## src/rtl/floor_request_scheduler.sv

```systemverilog
// -----------------------------------------------------------------------------
// floor_request_scheduler
//
// Upstream stage of the elevator controller. Latches call-button presses for
// every floor and runs a SCAN (up/down sweep) policy to pick the next target
// floor for the elevator core. A request is cleared when the core reports
// arrival at the commanded floor.
//
// Optional build macro: SERVED_COUNT_EN
//   When defined, adds served_count[7:0], a wrapping count of arrival clears.
//
// Ports:
//   clk           divided system clock, rising-edge logic
//   rst           synchronous, active-high reset
//   stop          freeze FSM, dwell counter, target and dir; requests still latch
//   btn           call buttons, one per floor, level, synchronous to clk
//   cur_floor     current floor reported by the elevator core
//   target        floor requested from the elevator core
//   target_valid  high while motion toward target is being commanded
//   pending       latched, unserved requests (bit i = floor i)
//   dir           sweep direction, 1 = up, 0 = down
//   served_count  (SERVED_COUNT_EN only) number of served requests, wraps
// -----------------------------------------------------------------------------
module floor_request_scheduler #(
    parameter int FLOOR_W      = 2,
    parameter int DWELL_CYCLES = 4
) (
    input  logic                    clk,
    input  logic                    rst,
    input  logic                    stop,
    input  logic [2**FLOOR_W-1:0]   btn,
    input  logic [FLOOR_W-1:0]      cur_floor,
    output logic [FLOOR_W-1:0]      target,
    output logic                    target_valid,
    output logic [2**FLOOR_W-1:0]   pending,
    output logic                    dir
`ifdef SERVED_COUNT_EN
    ,
    output logic [7:0]              served_count
`endif
);

    localparam int NUM_FLOORS = 2**FLOOR_W;
    localparam logic [3:0] DWELL_RELOAD = 4'(DWELL_CYCLES - 1);

    typedef enum logic [1:0] {
        ST_IDLE        = 2'd0,
        ST_MOVING_UP   = 2'd1,
        ST_MOVING_DOWN = 2'd2,
        ST_DWELL       = 2'd3
    } state_t;

    // Index of the lowest set bit; zero when the mask is empty.
    function automatic logic [FLOOR_W-1:0] lowest_set(input logic [NUM_FLOORS-1:0] m);
        logic [FLOOR_W-1:0] idx;
        idx = {FLOOR_W{1'b0}};
        for (int i = NUM_FLOORS - 1; i >= 0; i--) begin
            if (m[i]) begin
                idx = FLOOR_W'(i);
            end else begin
                idx = idx;
            end
        end
        return idx;
    endfunction

    // Index of the highest set bit; zero when the mask is empty.
    function automatic logic [FLOOR_W-1:0] highest_set(input logic [NUM_FLOORS-1:0] m);
        logic [FLOOR_W-1:0] idx;
        idx = {FLOOR_W{1'b0}};
        for (int i = 0; i < NUM_FLOORS; i++) begin
            if (m[i]) begin
                idx = FLOOR_W'(i);
            end else begin
                idx = idx;
            end
        end
        return idx;
    endfunction

    state_t                  state_q, state_d;
    logic [NUM_FLOORS-1:0]   pending_q, pending_d;
    logic [NUM_FLOORS-1:0]   btn_q, btn_d;
    logic [FLOOR_W-1:0]      target_q, target_d;
    logic                    target_valid_q, target_valid_d;
    logic                    dir_q, dir_d;
    logic [3:0]              dwell_cnt_q, dwell_cnt_d;
`ifdef SERVED_COUNT_EN
    logic [7:0]              served_count_q, served_count_d;
`endif

    logic [NUM_FLOORS-1:0]   above_s, below_s, cur_onehot_s;
    logic [NUM_FLOORS-1:0]   up_between_s, down_between_s;
    logic [NUM_FLOORS-1:0]   btn_edge_s, set_mask_s, clear_mask_s;
    logic                    moving_s, arrive_s, cur_press_s;
    state_t                  dec_state_s;
    logic [FLOOR_W-1:0]      dec_target_s;
    logic                    dec_dir_s;

    // Floor position masks relative to cur_floor and the active target.
    always_comb begin
        above_s        = {NUM_FLOORS{1'b0}};
        below_s        = {NUM_FLOORS{1'b0}};
        cur_onehot_s   = {NUM_FLOORS{1'b0}};
        up_between_s   = {NUM_FLOORS{1'b0}};
        down_between_s = {NUM_FLOORS{1'b0}};
        for (int i = 0; i < NUM_FLOORS; i++) begin
            above_s[i]        = (FLOOR_W'(i) > cur_floor);
            below_s[i]        = (FLOOR_W'(i) < cur_floor);
            cur_onehot_s[i]   = (FLOOR_W'(i) == cur_floor);
            up_between_s[i]   = (FLOOR_W'(i) > cur_floor) && (FLOOR_W'(i) < target_q);
            down_between_s[i] = (FLOOR_W'(i) < cur_floor) && (FLOOR_W'(i) > target_q);
        end
    end

    // SCAN decision: keep sweeping in dir while requests remain ahead,
    // otherwise reverse. A request left only at the current floor is served
    // by targeting the current floor, so it clears on the next cycle instead
    // of leaving the FSM stuck with a nonzero pending mask.
    always_comb begin
        dec_state_s  = ST_IDLE;
        dec_target_s = target_q;
        dec_dir_s    = dir_q;
        if (pending_q == {NUM_FLOORS{1'b0}}) begin
            dec_state_s = ST_IDLE;
        end else if (dir_q) begin
            if (|(pending_q & above_s)) begin
                dec_state_s  = ST_MOVING_UP;
                dec_target_s = lowest_set(pending_q & above_s);
            end else if (|(pending_q & below_s)) begin
                dec_state_s  = ST_MOVING_DOWN;
                dec_target_s = highest_set(pending_q & below_s);
                dec_dir_s    = 1'b0;
            end else begin
                dec_state_s  = ST_MOVING_UP;
                dec_target_s = cur_floor;
            end
        end else begin
            if (|(pending_q & below_s)) begin
                dec_state_s  = ST_MOVING_DOWN;
                dec_target_s = highest_set(pending_q & below_s);
            end else if (|(pending_q & above_s)) begin
                dec_state_s  = ST_MOVING_UP;
                dec_target_s = lowest_set(pending_q & above_s);
                dec_dir_s    = 1'b1;
            end else begin
                dec_state_s  = ST_MOVING_DOWN;
                dec_target_s = cur_floor;
            end
        end
    end

    // Request capture and arrival clearing. A press of the floor the car is
    // sitting at (idle, dwelling, or arriving this cycle) is not latched.
    always_comb begin
        btn_d       = btn;
        btn_edge_s  = btn & ~btn_q;
        moving_s    = (state_q == ST_MOVING_UP) || (state_q == ST_MOVING_DOWN);
        arrive_s    = moving_s && (cur_floor == target_q) && !stop;
        cur_press_s = |(btn_edge_s & cur_onehot_s);
        if (!moving_s || arrive_s) begin
            set_mask_s = btn_edge_s & ~cur_onehot_s;
        end else begin
            set_mask_s = btn_edge_s;
        end
        if (arrive_s) begin
            clear_mask_s = cur_onehot_s;
        end else begin
            clear_mask_s = {NUM_FLOORS{1'b0}};
        end
        pending_d = (pending_q | set_mask_s) & ~clear_mask_s;
    end

    // Next-state logic for the sweep FSM, target, direction and dwell timer.
    always_comb begin
        state_d     = state_q;
        target_d    = target_q;
        dir_d       = dir_q;
        dwell_cnt_d = dwell_cnt_q;
        if (stop) begin
            state_d = state_q;
        end else begin
            case (state_q)
                ST_IDLE: begin
                    state_d  = dec_state_s;
                    target_d = dec_target_s;
                    dir_d    = dec_dir_s;
                end
                ST_MOVING_UP: begin
                    if (arrive_s) begin
                        state_d     = ST_DWELL;
                        dwell_cnt_d = DWELL_RELOAD;
                    end else if (|(pending_q & up_between_s)) begin
                        target_d = lowest_set(pending_q & up_between_s);
                    end else begin
                        target_d = target_q;
                    end
                end
                ST_MOVING_DOWN: begin
                    if (arrive_s) begin
                        state_d     = ST_DWELL;
                        dwell_cnt_d = DWELL_RELOAD;
                    end else if (|(pending_q & down_between_s)) begin
                        target_d = highest_set(pending_q & down_between_s);
                    end else begin
                        target_d = target_q;
                    end
                end
                ST_DWELL: begin
                    // A fresh press at this floor keeps the doors open longer.
                    if (cur_press_s) begin
                        dwell_cnt_d = DWELL_RELOAD;
                    end else if (dwell_cnt_q == 4'd0) begin
                        state_d  = dec_state_s;
                        target_d = dec_target_s;
                        dir_d    = dec_dir_s;
                    end else begin
                        dwell_cnt_d = dwell_cnt_q - 4'd1;
                    end
                end
                default: begin
                    state_d = ST_IDLE;
                end
            endcase
        end
        target_valid_d = (state_d == ST_MOVING_UP) || (state_d == ST_MOVING_DOWN);
    end

`ifdef SERVED_COUNT_EN
    // Wrapping count of served requests.
    always_comb begin
        if (arrive_s) begin
            served_count_d = served_count_q + 8'd1;
        end else begin
            served_count_d = served_count_q;
        end
    end
`endif

    // State register with synchronous reset.
    always_ff @(posedge clk) begin
        if (rst) begin
            state_q        <= ST_IDLE;
            pending_q      <= {NUM_FLOORS{1'b0}};
            btn_q          <= {NUM_FLOORS{1'b0}};
            target_q       <= {FLOOR_W{1'b0}};
            target_valid_q <= 1'b0;
            dir_q          <= 1'b1;
            dwell_cnt_q    <= 4'd0;
`ifdef SERVED_COUNT_EN
            served_count_q <= 8'd0;
`endif
        end else begin
            state_q        <= state_d;
            pending_q      <= pending_d;
            btn_q          <= btn_d;
            target_q       <= target_d;
            target_valid_q <= target_valid_d;
            dir_q          <= dir_d;
            dwell_cnt_q    <= dwell_cnt_d;
`ifdef SERVED_COUNT_EN
            served_count_q <= served_count_d;
`endif
        end
    end

    assign target       = target_q;
    assign target_valid = target_valid_q;
    assign pending      = pending_q;
    assign dir          = dir_q;
`ifdef SERVED_COUNT_EN
    assign served_count = served_count_q;
`endif

endmodule

```

## config.mk

```make
export PLATFORM = sky130hd
export DESIGN_NAME = floor_request_scheduler
export DESIGN_NICKNAME = d
export VERILOG_FILES = /design/src/rtl/floor_request_scheduler.sv
export SDC_FILE = /design/constraint.sdc
export NUM_CORES = 1
export LEC_CHECK = 0
export BUFFER_PORTS_ARGS = -buffer_cell sky130_fd_sc_hd__buf_2
export CAP_MARGIN = 20
export CORE_MARGIN = 5
export CORE_UTILIZATION = 55
export CTS_CLUSTER_SIZE = 8
export DETAILED_ROUTE_END_ITERATION = 8
export PLACE_DENSITY = 0.84
export RECOVER_POWER = 100
export SYNTH_ARGS = -nofsm -noshare
export SYNTH_HDL_FRONTEND = slang
export SYNTH_SLANG_ARGS = --single-unit
```

## constraint.sdc

```tcl
create_clock -name clk -period 6.6 [get_ports clk]
set_clock_uncertainty 0.2 [all_clocks]
set_input_delay 0.66 -clock clk [delete_from_list [all_inputs] [get_ports clk]]
set_output_delay 0.66 -clock clk [all_outputs]
set_load 0.03 [all_outputs]
```

==> metrics.csv, run 1 <==
metric,value,unit
status,completed,
Synth warnings,0,
Final Util,61.4,%
hold buffer count at CTS,0,
WP data required,6.59,ns
Crit path buffers/inverters,1,
CP max stage delay,0.78,ns
die area,0.00334,sq mm
Unique masters post-synth,42,
vias in the first global route,1200,
vias per cell,6.40,
GR Util All Layers,19.2,%
sw frac,37.4,%
CP Max Fanout,13,
num ports,17,
Avg Inst Size Synth,8.01,sq um
Seq pwr share,43.3,%
"Slowest-stage cell, CP",a2111oi_0,
DRC violation count after routing,0,
H-tree levels,1,
Worst EP arrival,2.96,ns
wire per inst,15.3,microns
worst r2r path cells,8,
Core Rows,17,
Post-CTS Setup Repair Bufs,0,
initial antenna violation count,0,
Net Switching,0.113,mW
share of layout cells above drive strength 1,9.47,%
Placed Area,0.00134,sq mm
CP cell instances,inv_1 > ha_1 > nor2b_1 > a41oi_1 > a31oi_1 > a2111oi_0 > mux2i_1 > nor2_1,
clock sink count,18,
sequential-to-total area share from yosys stat,28.7,%
PD cells,224,mW/mm^2
clk root buf,clkbuf_4,
post_cts resized,0,
top cell type's share of synthesized area,28.7,%
CTS buffer count,3,
Max IR drop VDD,0.000140,V
clk_lat worst skew,0.31,ns
Tmin final,2.97,ns
"CP delay by family, top",compound AO/OA/AOI/OAI gates,
top post-synthesis cells by count,"dfxtp_1, inv_1, nor2_1",
die width,57.8,microns
Setup crit end kind,flip-flop,
"area leader, netlist",dfxtp_1,
Comb pwr share,33.3,%
Critical Path Source Type,flip-flop,
total grt overflow,0,
final slew viol count,0,
Worst-Margin Slew,0.897,ns
post-route clock period utilization,45.0,%
DRT Pass-1 Iters,4,
worst hold path depth,2,
max_cap viols,0,
ys async rst share,0,%
post-route cell area,0.00135,sq mm
top-count cell post-synth,dfxtp_1,
Total Wirelength,3.01,mm
Crit Path Class,reg2reg,
dpl hpwl,2.21,mm
Main synth FF type,dfxtp_1,
clk slew on worst S/H paths,0.12,ns
Layout Nets,185,
drt initial violations,57,
synth-to-layout area growth,6.97,%
via count,1261,
Die Height,57.8,microns
Slew HR,38.7,%
Post-Syn Nets,172,
routability congestion estimate,0.912,
Setup TNS,0,ns
largest net degree at the start of global routing,19,
post-route ant nets,0,
Synth area leaders,"dfxtp_1, ha_1, a31oi_1, o311a_1, a21oi_1",
Initial Util,57.4,%
global-route wire length before repair,5.12,mm
Pint,0.189,mW
synthesized cell area,0.00126,sq mm
unrepaired setup endpoints after global routing,no,
"EDFF count, synth",0,
core area,0.00219,sq mm
Fin. Hold Viols,0,
CTS Buffer Depth,2,
antenna cells,0,
Worst path depth,8,
Post-Syn Instances,157,
"flops & latches, synth",18,
# port buffers,16,
CTS tree,built,
setup violators final,0,
worst min-delay path class,reg2reg,
leakage,0.495,nW
clock share of power,23.5,%
fmax,336,MHz
-- area by class of cell --
| class | instances | area (sq um) |
|---|---|---|
| clock buffer | 4 | 36.3 |
| fill | 211 | 846 |
| inverter | 14 | 52.6 |
| multi-input combinational | 117 | 792 |
| sequential | 18 | 360 |
| tap | 28 | 35.0 |
| timing repair buffer | 16 | 68.8 |
-- registers in the layout (all words and copies together) (netlist names) --
register      flops
btn_q             4
dwell_cnt_q       4
pending           4
state_q           2
target            2
dir               1
target_valid      1
-- routing by layer --
layer	part of all wire (%)	GRT usage, %	vias up
li1	-	-	603
met1	45	24.8	608
met2	48	31.3	46
met3	5.7	3.34	4
met4	1.2	8.28	0
met5	0	0	-
-- per-stage QoR --
stage	total power [mW]	hold WS, ns	std cells	setup slack (ns)
floorplan	0.212	0.258	157	4.21
global placement	0.233	0.277	193	3.89
detailed placement	0.236	0.296	193	3.88
CTS	0.306	0.316	197	3.88
global route	0.321	0.341	197	3.47
finish	0.301	0.320	197	3.63
-- placed cells by master (no fill, tap or decap), types with 3 or more instances in the layout --
cell type and instances:
dfxtp_1 18, inv_1 12, nor2_1 11, o21ai_0 10
nand2_1 10, a21oi_1 9, clkbuf_1 9, nor3_1 8
a31oi_1 8, buf_2 7, nor2b_1 6, ha_1 6
nand2b_1 5, o311a_1 5, a211oi_1 4, nand3b_1 3
mux2i_1 3, clkbuf_4 3
-- path summary, 6_finish.rpt --
path / to / slack [ns] / start
min reg2reg: dwell_cnt_q[3] / 0.32 / dwell_cnt_q[3]
max: target[1] / 3.63 / state_q[1]
max reg2reg: target[1] / 3.63 / state_q[1]
min: dwell_cnt_q[3] / 0.32 / dwell_cnt_q[3]
-- logic make-up after synthesis --
family / after synthesis / synth area share, %
fa+ha+maj: 7 / 6.77
flops: 18 / 28.7
xor+xnor: 2 / 1.39
mux: 4 / 4.18
buf+inv: 22 / 6.86
simple gates: 49 / 20.1
compound gates: 55 / 32.0
-- worst min-delay path: stages, from the launching register on --
cell     delay [ns]
dfxtp_1        0.35
o21ai_0        0.07
a21oi_1        0.06
-- power groups by stage --
stage                     Combinational (mW)  Sequential, mW  Clock [mW]
after detailed placement               0.103           0.132           0
final                                  0.100           0.130      0.0707
after CTS                              0.104           0.130      0.0721
after global routing                   0.111           0.132      0.0777
after floorplan                       0.0733           0.139           0
after global placement                 0.101           0.132           0
Note: power is estimated with default switching activity, not from simulation.
==> run 2, diff against run 1 <==
--- a/config.mk
+++ b/config.mk
@@ -8,10 +8,10 @@
 export BUFFER_PORTS_ARGS = -buffer_cell sky130_fd_sc_hd__buf_2
 export CAP_MARGIN = 20
 export CORE_MARGIN = 5
-export CORE_UTILIZATION = 55
+export CORE_UTILIZATION = 51
 export CTS_CLUSTER_SIZE = 8
 export DETAILED_ROUTE_END_ITERATION = 8
-export PLACE_DENSITY = 0.84
+export PLACE_DENSITY = 0.82
 export RECOVER_POWER = 100
 export SYNTH_ARGS = -nofsm -noshare
 export SYNTH_HDL_FRONTEND = slang
==> constraint.sdc (replaced) <==
create_clock -name clk -period 2.6 [get_ports clk]
set_clock_uncertainty 0.2 [all_clocks]
set_input_delay 0.26 -clock clk [delete_from_list [all_inputs] [get_ports clk]]
set_output_delay 0.26 -clock clk [all_outputs]
set_load 0.03 [all_outputs]
==> metrics.csv, run 2 (synthesized netlist as in run 1, its figures left out) <==
metric,value,unit
status,completed,
worst r2r src,state_q[1],
via count,1290,
antenna cells,0,
die area,0.00356,sq mm
num ports,17,
share of layout cells above drive strength 1,11.9,%
max_cap viols,0,
clk_lat worst skew,0.30,ns
core area,0.00241,sq mm
Worst-Margin Slew,0.665,ns
Fill cells,212,
Comb pwr share,35.3,%
Setup TNS,0,ns
clk slew on worst S/H paths,0.11,ns
CTS buffer count,3,
wire per inst,15.5,microns
clk root buf,clkbuf_4,
Core Rows,18,
final cell count without fillers,206,
clock sink count,18,
Fin. Hold Viols,0,
Tmin final,2.40,ns
routability congestion estimate,0.936,
Setup crit end kind,flip-flop,
Critical Path Source Type,flip-flop,
Crit Path Class,reg2reg,
PD cells,551,mW/mm^2
Total Wirelength,3.19,mm
synth-to-layout area growth,13.1,%
drt initial violations,61,
crit path from,state_q[1],
CTS Buffer Depth,2,
Pint,0.490,mW
Die Height,59.7,microns
pre-CTS WS,0.160,ns
worst setup slack after layout,0.201,ns
global-route wire length before repair,5.37,mm
sw frac,37.5,%
final slew viol count,0,
leakage,0.523,nW
dpl hpwl,2.25,mm
Max IR drop VDD,0.000353,V
Slew HR,55.3,%
Seq pwr share,41.9,%
# port buffers,16,
Hold Crit Start,btn[1],
"Power, Total",0.784,mW
DRT Pass-1 Iters,5,
setup violators final,0,
placed insts,199,
Layout Nets,192,
Worst EP arrival,2.38,ns
Net Switching,0.294,mW
clock share of power,22.9,%
fmax,417,MHz
worst min-delay path class,in2reg,
WP data required,2.58,ns
"most common cell after layout, fill and taps aside",dfxtp_1,
H-tree levels,1,
total grt overflow,0,
Initial Util,52.2,%
GR Util All Layers,19.4,%
CTS tree,built,
most frequent cells in the layout,"dfxtp_1, inv_1, clkbuf_1",
post-route ant nets,0,
DRC violation count after routing,0,
initial antenna violation count,0,
largest net degree at the start of global routing,19,
post-route clock period utilization,92.3,%
CP Max Fanout,7,
die width,59.7,microns
vias in the first global route,1222,
vias per cell,6.26,
-- run 2: final cells by class --
class,count,area [sq um],area share [%]
well taps,30,37.5,2.64
repair buffers,23,123,8.62
flip-flops and latches,18,360,25.3
clock buffers,4,36.3,2.55
inverters,14,52.6,3.69
multi-input cells,117,813,57.2
-- run 2: worst max-delay path, cell delays in order, from the launching register on --
cell,delay (ns)
dfxtp_1,0.46
inv_1,0.13
ha_1,0.31
nor2b_1,0.19
nand3_1,0.19
a211oi_2,0.30
o21ai_1,0.20
o21ai_0,0.20
a21oi_1,0.11
-- run 2: metrics by stage --
stage | hold WS [ns] | util (%) | instance area (sq um)
after floorplan | 0.132 | - | 1260
after global placement | 0.274 | 56.9 | 1370
after detailed placement | 0.296 | 56.9 | 1370
after CTS | 0.00408 | 59.7 | 1440
after global routing | 0.0150 | 59.0 | 1420
final | 0.00544 | 59.0 | 1420
-- run 2: layer usage --
metal  vias to the layer above  part of all wire (%)  global-route usage, %
li1                        622                     -                      -
met1                       611                    42                   23.8
met2                        47                    50                   34.3
met3                        10                   5.6                   2.16
met4                         0                   2.2                   7.59
met5                         -                     0                      0
-- run 2: power groups by stage --
stage | clock network (mW) | logic, mW | registers (mW)
after global routing | 0.197 | 0.308 | 0.333
after detailed placement | 0 | 0.272 | 0.333
after global placement | 0 | 0.267 | 0.332
after floorplan | 0 | 0.186 | 0.352
after CTS | 0.183 | 0.279 | 0.327
final | 0.180 | 0.276 | 0.328
-- run 2: timing repair --
item,4_1_cts,5_1_grt
endpoints found under the hold margin,3,0
endpoints found under the setup margin,0,5
buffers inserted,0,0
gates resized for setup,0,4
hold buffers,3,0
-- run 2: worst paths after layout --
kind,endpoint,slack [ns],cells after the start
setup / recovery,dwell_cnt_q[3],0.20,8
setup reg to reg,dwell_cnt_q[3],0.20,8
hold / removal,btn_q[1],0.005,2
hold reg to reg,dwell_cnt_q[1],0.32,2
